$ cat src/rtl/sram_mem_controller_pkg.sv
// Shared encodings and widths for the word-to-halfword SRAM controller.
package sram_mem_controller_pkg;
  localparam int          CPU_DATA_W     = 32;
  localparam int          SRAM_DATA_W    = 16;
  localparam int          SRAM_ADDR_W    = 18;
  localparam logic [31:0] SRAM_BASE_ADDR = 32'd1024;
  localparam logic        ENABLE         = 1'b1;
  localparam logic        DISABLE        = 1'b0;

  typedef enum logic [1:0] {
    SRAM_IDLE,
    SRAM_LOW,
    SRAM_HIGH,
    SRAM_DONE
  } sram_state_t;

  // Width of a counter that must hold values 0..n.
  function automatic int cnt_width(input int n);
    return (n < 1) ? 1 : $clog2(n + 1);
  endfunction
endpackage

$ cat src/rtl/sram_wait_counter.sv
// Loadable down-counter; zero flags the final cycle of a half-access phase.
module sram_wait_counter #(
  parameter int W = 1
) (
  input  logic         clk,
  input  logic         rst,
  input  logic         load,
  input  logic [W-1:0] load_val,
  output logic         zero
);
  logic [W-1:0] cnt;

  always_ff @(posedge clk or posedge rst) begin
    if (rst)             cnt <= '0;
    else if (load)       cnt <= load_val;
    else if (cnt != '0)  cnt <= cnt - 1'b1;
  end

  assign zero = (cnt == '0);
endmodule

$ cat src/rtl/sram_mem_controller.sv
// MEM-stage responder: one 32-bit access split into two 16-bit SRAM accesses,
// holding ready low until the word completes.
module sram_mem_controller
  import sram_mem_controller_pkg::*;
#(
  parameter int DATA_WIDTH      = CPU_DATA_W,
  parameter int SRAM_DATA_WIDTH = SRAM_DATA_W,
  parameter int SRAM_ADDR_WIDTH = SRAM_ADDR_W,
  parameter int BASE_ADDR       = int'(SRAM_BASE_ADDR),
  parameter int WAIT_CYCLES     = 1
) (
  input  logic                       clk,
  input  logic                       rst,
  input  logic                       mem_read,
  input  logic                       mem_write,
  input  logic [31:0]                address,
  input  logic [DATA_WIDTH-1:0]      write_data,
  output logic                       ready,
  output logic [DATA_WIDTH-1:0]      read_data,
  output logic [SRAM_ADDR_WIDTH-1:0] sram_addr,
  output logic [SRAM_DATA_WIDTH-1:0] sram_dq_out,
  output logic                       sram_dq_oe,
  input  logic [SRAM_DATA_WIDTH-1:0] sram_dq_in,
  output logic                       sram_we_n
);
  localparam int          CW        = cnt_width(WAIT_CYCLES);
  localparam logic [CW-1:0] WAIT_LOAD = CW'(WAIT_CYCLES);

  sram_state_t state, next_state;

  logic                       req, accept, cnt_zero, phase_load;
  logic [31:0]                diff;
  logic [SRAM_ADDR_WIDTH-2:0] offset_q, cur_off;
  logic [DATA_WIDTH-1:0]      wdata_q, cur_wd;
  logic                       is_wr_q, cur_wr;
  logic [SRAM_ADDR_WIDTH-1:0] addr_d;
  logic [SRAM_DATA_WIDTH-1:0] dq_d;
  logic                       oe_d, we_n_d;
  logic                       unused_diff;

  assign req    = mem_read | mem_write;
  assign accept = (state == SRAM_IDLE) && req;
  assign ready  = ((state == SRAM_IDLE) && !req) || (state == SRAM_DONE);

  // Word offset into SRAM; byte-lane bits and bits beyond the SRAM range drop out.
  assign diff        = address - 32'(BASE_ADDR);
  assign unused_diff = ^{diff[31:SRAM_ADDR_WIDTH+1], diff[1:0]};

  // Output registers load from next_state, so the request is used directly on the accept edge.
  assign cur_off = accept ? diff[SRAM_ADDR_WIDTH:2]       : offset_q;
  assign cur_wd  = accept ? write_data                    : wdata_q;
  assign cur_wr  = accept ? (mem_write & ~mem_read)       : is_wr_q;

  always_ff @(posedge clk or posedge rst) begin
    if (rst) begin
      offset_q <= '0;
      wdata_q  <= '0;
      is_wr_q  <= 1'b0;
    end else if (accept) begin
      offset_q <= cur_off;
      wdata_q  <= cur_wd;
      is_wr_q  <= cur_wr;
    end
  end

  assign phase_load = ((state == SRAM_IDLE) && (next_state == SRAM_LOW)) ||
                      ((state == SRAM_LOW)  && (next_state == SRAM_HIGH));

  sram_wait_counter #(.W(CW)) u_wait (
    .clk      (clk),
    .rst      (rst),
    .load     (phase_load),
    .load_val (WAIT_LOAD),
    .zero     (cnt_zero)
  );

  always_ff @(posedge clk or posedge rst) begin
    if (rst) state <= SRAM_IDLE;
    else     state <= next_state;
  end

  always_comb begin
    next_state = state;
    case (state)
      SRAM_IDLE: if (req)      next_state = SRAM_LOW;
      SRAM_LOW:  if (cnt_zero) next_state = SRAM_HIGH;
      SRAM_HIGH: if (cnt_zero) next_state = SRAM_DONE;
      default:                 next_state = SRAM_IDLE;
    endcase
  end

  always_comb begin
    addr_d = sram_addr;
    dq_d   = sram_dq_out;
    oe_d   = DISABLE;
    we_n_d = 1'b1;
    case (next_state)
      SRAM_LOW: begin
        addr_d = {cur_off, 1'b0};
        if (cur_wr) begin
          dq_d   = cur_wd[SRAM_DATA_WIDTH-1:0];
          oe_d   = ENABLE;
          we_n_d = 1'b0;
        end
      end
      SRAM_HIGH: begin
        addr_d = {cur_off, 1'b1};
        if (cur_wr) begin
          dq_d   = cur_wd[DATA_WIDTH-1:SRAM_DATA_WIDTH];
          oe_d   = ENABLE;
          we_n_d = 1'b0;
        end
      end
      default: ;
    endcase
  end

  always_ff @(posedge clk or posedge rst) begin
    if (rst) begin
      sram_addr   <= '0;
      sram_dq_out <= '0;
      sram_dq_oe  <= 1'b0;
      sram_we_n   <= 1'b1;
    end else begin
      sram_addr   <= addr_d;
      sram_dq_out <= dq_d;
      sram_dq_oe  <= oe_d;
      sram_we_n   <= we_n_d;
    end
  end

  // Capture each half on the last cycle of its phase.
  always_ff @(posedge clk or posedge rst) begin
    if (rst) begin
      read_data <= '0;
    end else if (cnt_zero && !is_wr_q) begin
      if (state == SRAM_LOW)  read_data[SRAM_DATA_WIDTH-1:0]          <= sram_dq_in;
      if (state == SRAM_HIGH) read_data[DATA_WIDTH-1:SRAM_DATA_WIDTH] <= sram_dq_in;
    end
  end
endmodule

$ cat config.mk
export PLATFORM = sky130hd
export DESIGN_NAME = sram_mem_controller
export DESIGN_NICKNAME = d
export VERILOG_FILES = /design/src/rtl/sram_mem_controller_pkg.sv /design/src/rtl/sram_wait_counter.sv /design/src/rtl/sram_mem_controller.sv
export SDC_FILE = /design/constraint.sdc
export NUM_CORES = 1
export LEC_CHECK = 0
export CAP_MARGIN = 20
export CORE_MARGIN = 5
export CORE_UTILIZATION = 50
export DETAILED_ROUTE_END_ITERATION = 8
export PLACE_DENSITY = 0.82
export RECOVER_POWER = 25
export SYNTH_ARGS = -nofsm -noshare
export SYNTH_HDL_FRONTEND = slang
export SYNTH_SLANG_ARGS = --single-unit
$ cat constraint.sdc
create_clock -name clk -period 6.27 [get_ports clk]
set_input_delay 1.254 -clock clk [delete_from_list [all_inputs] [get_ports clk]]
set_output_delay 1.254 -clock clk [all_outputs]
set_load 0.05 [all_outputs]
==> impl_metrics.csv <==
group,metric,value,unit
status,status,"finished with violations",
status,violations,"max-capacitance violations, max-slew violations",
die,die_area,0.0125,sq mm
timing,holdWs,0.473,ns
routing,wl,11.7,mm
setup_path,critical_path.cell_chain,"dlygate4sd3_1, nor2_1, nand2_1, nand2_1, clkdlybuf4s50_1",
setup_path,crit_type,"in -> out",
die,die_x,112,microns
synth,synthTopCellsByArea,"dfrtp_1 58%, mux2_2 13%, nand2_1 7.8%",
synth,synthFlopType,"dfrtp_1",
cts,post-cts-setup-buffers,0,
worst_hold_path,hold_path_class,"reg -> reg",
synth,syn_inst,403,
grt,antenna_found_initial,0,
cts,numCtsBuffers,17,
timing,period_needed,4.35,ns
timing,fin_tns_setup,0,ns
cts,cts.sinks,121,
cts,htreeDepth,4,
cts,hold_buffers,0,
die,io_pins,153,
grt,grt_pass1_wl,19.6,mm
timing,finalHoldViolCount,0,
synth,synth_edf_count,0,
cts,clk_path_buf_depth,2,
worst_hold_path,min_to,"wdata_q[26]",
synth,synth_top_family_by_area,"multiplexers",
setup_path,path_delay_family,"buffers and inverters",
synth,yosysUniqueCellTypes,38,
cts,insertion_delay,0.50,ns
grt,grt_pass1_vias,3954,
worst_hold_path,hold_path_depth,2,
routing,drtAntennaViolNets,0,
layout,layout.nets,634,
grt,gr-total-overflow,0,
setup_path,crit_buf_inv,2,
routing,wl_per_cell,16.8,microns
synth,syn_area,0.00517,sq mm
routing,vias,3584,
synth,postSynth.asyncResetShare,100,%
layout,fin_area,0.00726,sq mm
synth,synth_top_cell_by_area,"dfrtp_1",
routing,drtIter0Drc,179,
die,start_util,50.6,%
setup_path,crit_path_end_kind,"output pin",
setup_path,cpMostUsedCell,"nand2_1",
layout,syn2layout_area_growth,40.3,%
cts,cts-resized-gates,0,
timing,fmax,230,MHz
synth,synth-simple-area-share,10.8,%
timing,setup_viol,0,
die,core.rowCount,37,
routing,wl_met2,6.01,mm
synth,seq_area_frac_synth,58.5,%
synth,synth_top_area_share,58.0,%
placed_design,routabilityCongestion,0.866,
timing,rsz0062_at_grt,"no",
setup_path,rr_endpoint,"sram_dq_out[10]",
synth,synthMuxAreaShare,23.7,%
routing,routed.top_layer,"met4",
setup_path,slowest_delay,0.80,ns
placed_design,dpl.hpwl,8.16,mm
routing,dr_wl_met3,840,microns
die,core,0.0102,sq mm
synth,syn-num-nets,490,
cts,cts_tree,"built",
synth,synth-xor-area-share,0.846,%
synth,ys_warn_count,0,
setup_path,crit_fanout,3,
setup_path,worstPathArrival,3.09,ns
timing,skew,0.00720,ns
synth,avgSynthCellArea,12.8,sq um
routing,drc,0,
setup_path,worstReg2RegStart,"state[1]",
layout,fin_util,71.0,%
synth,synth_compound_area_share,2.47,%
layout,drive_gt1_share,23.4,%
grt,grt_max_degree,75,
setup_path,r2r.worst_path.cells,9,
synth,ys_ff_latch,121,
timing,maxSlewViolCount,75,
cts,cts_root_buf,"clkbuf_8",
setup_path,crit_required,5.02,ns
setup_path,regToRegSetupSlack,3.30,ns
run,maxCapViolCount,1,
synth,synthAdderAreaFrac,0.725,%
die,dieHeight,112,microns
placed_design,place_area,0.00670,sq mm
timing,slew_headroom,-113,%
timing,worst_pin_slew,3.17,ns
worst_hold_path,hp-start,"wdata_q[26]",
setup_path,worstSetupStartpointType,"input pin",
setup_path,slowest_stage,"clkdlybuf4s50_1",
routing,drt-met1-wl,4.68,mm
timing,timing.final.crit_share,69.4,%
layout,antenna_cells,0,
routing,dr.pass1.iters,5,
grt,grt_usage,19.5,%
routing,via_per_inst,5.15,
cts,clkSlewWorstSetupHoldPaths,0.06,ns
placed_design,port_buffers,137,
routing by layer:
layer  vias up  GRT usage, %
met5         -             0
met3        15          6.58
met2       122          33.8
met1      1783          23.1
li1       1664             -
met4         0          6.08
worst min-delay path, stage by stage, from the launching register on:
cell     delay, ns
dfrtp_1       0.34
nand2_1       0.05
nand2_1       0.06
placed cells by master, fill, tap and decap left out, drive strengths merged, types with 2 or more instances in the layout:
cell type      synthesis  layout
clkinvlp               0       5
dlygate4sd3            0       2
nand2                108     108
o31a                   2       2
bufinv                 0       2
a22oi                  3       3
ha                     3       3
o31ai                  4       4
mux2i                  3       3
clkbuf                 9      21
clkinv                 0       6
nor3                   5       5
o21ai                  4       4
dfrtp                120     120
nor2                  10      10
inv                   11      11
buf                   12       7
nand2b                 2       2
mux4                  16      16
nor3b                  2       2
xor2                   2       2
xnor2                  3       3
nor2b                  2       2
nor4                   2       2
mux2                  71      71
clkdlybuf4s50          0     135
through the flow:
stage | worst slack (ns) | cells
after floorplan | 1.80 | 403
after global placement | 2.00 | 664
after global routing | 1.83 | 696
after CTS | 1.98 | 696
final | 1.92 | 696
after detailed placement | 1.98 | 664
final cells by class:
| type | count | area (sq um) |
|---|---|---|
| tap | 136 | 170 |
| clock buffer | 19 | 432 |
| inverter | 11 | 42.5 |
| clock inverter | 13 | 148 |
| fill | 700 | 2970 |
| multi-input combinational | 250 | 2010 |
| sequential | 121 | 3030 |
| timing repair buffer | 146 | 1430 |
synthesized netlist by cell type (3+ instances only):
cell type and instances:
xnor2_1 3, nor3_1 3, mux2_2 61, mux4_2 16
buf_1 6, dfrtp_1 120, nor2_1 10, inv_1 10
mux2_4 10, mux2i_1 3, nand2_1 108, ha_1 3
clkbuf_1 9, o21ai_0 3, o31ai_1 4, buf_6 3
cell families (layout without fill, tap and decap cells):
logic type / after synthesis / in the layout
AND/OR/NAND/NOR: 135 / 135
flip-flops: 121 / 121
multiplexers: 90 / 90
buffers and inverters: 32 / 189
AO/OA/AOI/OAI: 17 / 17
XOR/XNOR: 5 / 5
adder cells (fa/ha/maj): 3 / 3
state kept, by name, summed over array words and instances (netlist names):
signal	cells
sram_addr	18
offset_q	17
sram_dq_out	16
is_wr_q	1
u_wait.cnt	1
sram_dq_oe	1
state	2
wdata_q	32
read_data	32
sram_we_n	1
worst max-delay path by stage:
stage | startpoint | to | cells past startpoint
global route | mem_write | ready | 5
detailed placement | mem_read | ready | 5
finish | mem_write | ready | 5
floorplan | rst | is_wr_q | 1
global placement | mem_read | ready | 5
CTS | mem_read | ready | 5
Power is left out: the tool's default activity adds up to more than one toggle a clock period on the data nets, which glitch-free logic cannot reach.
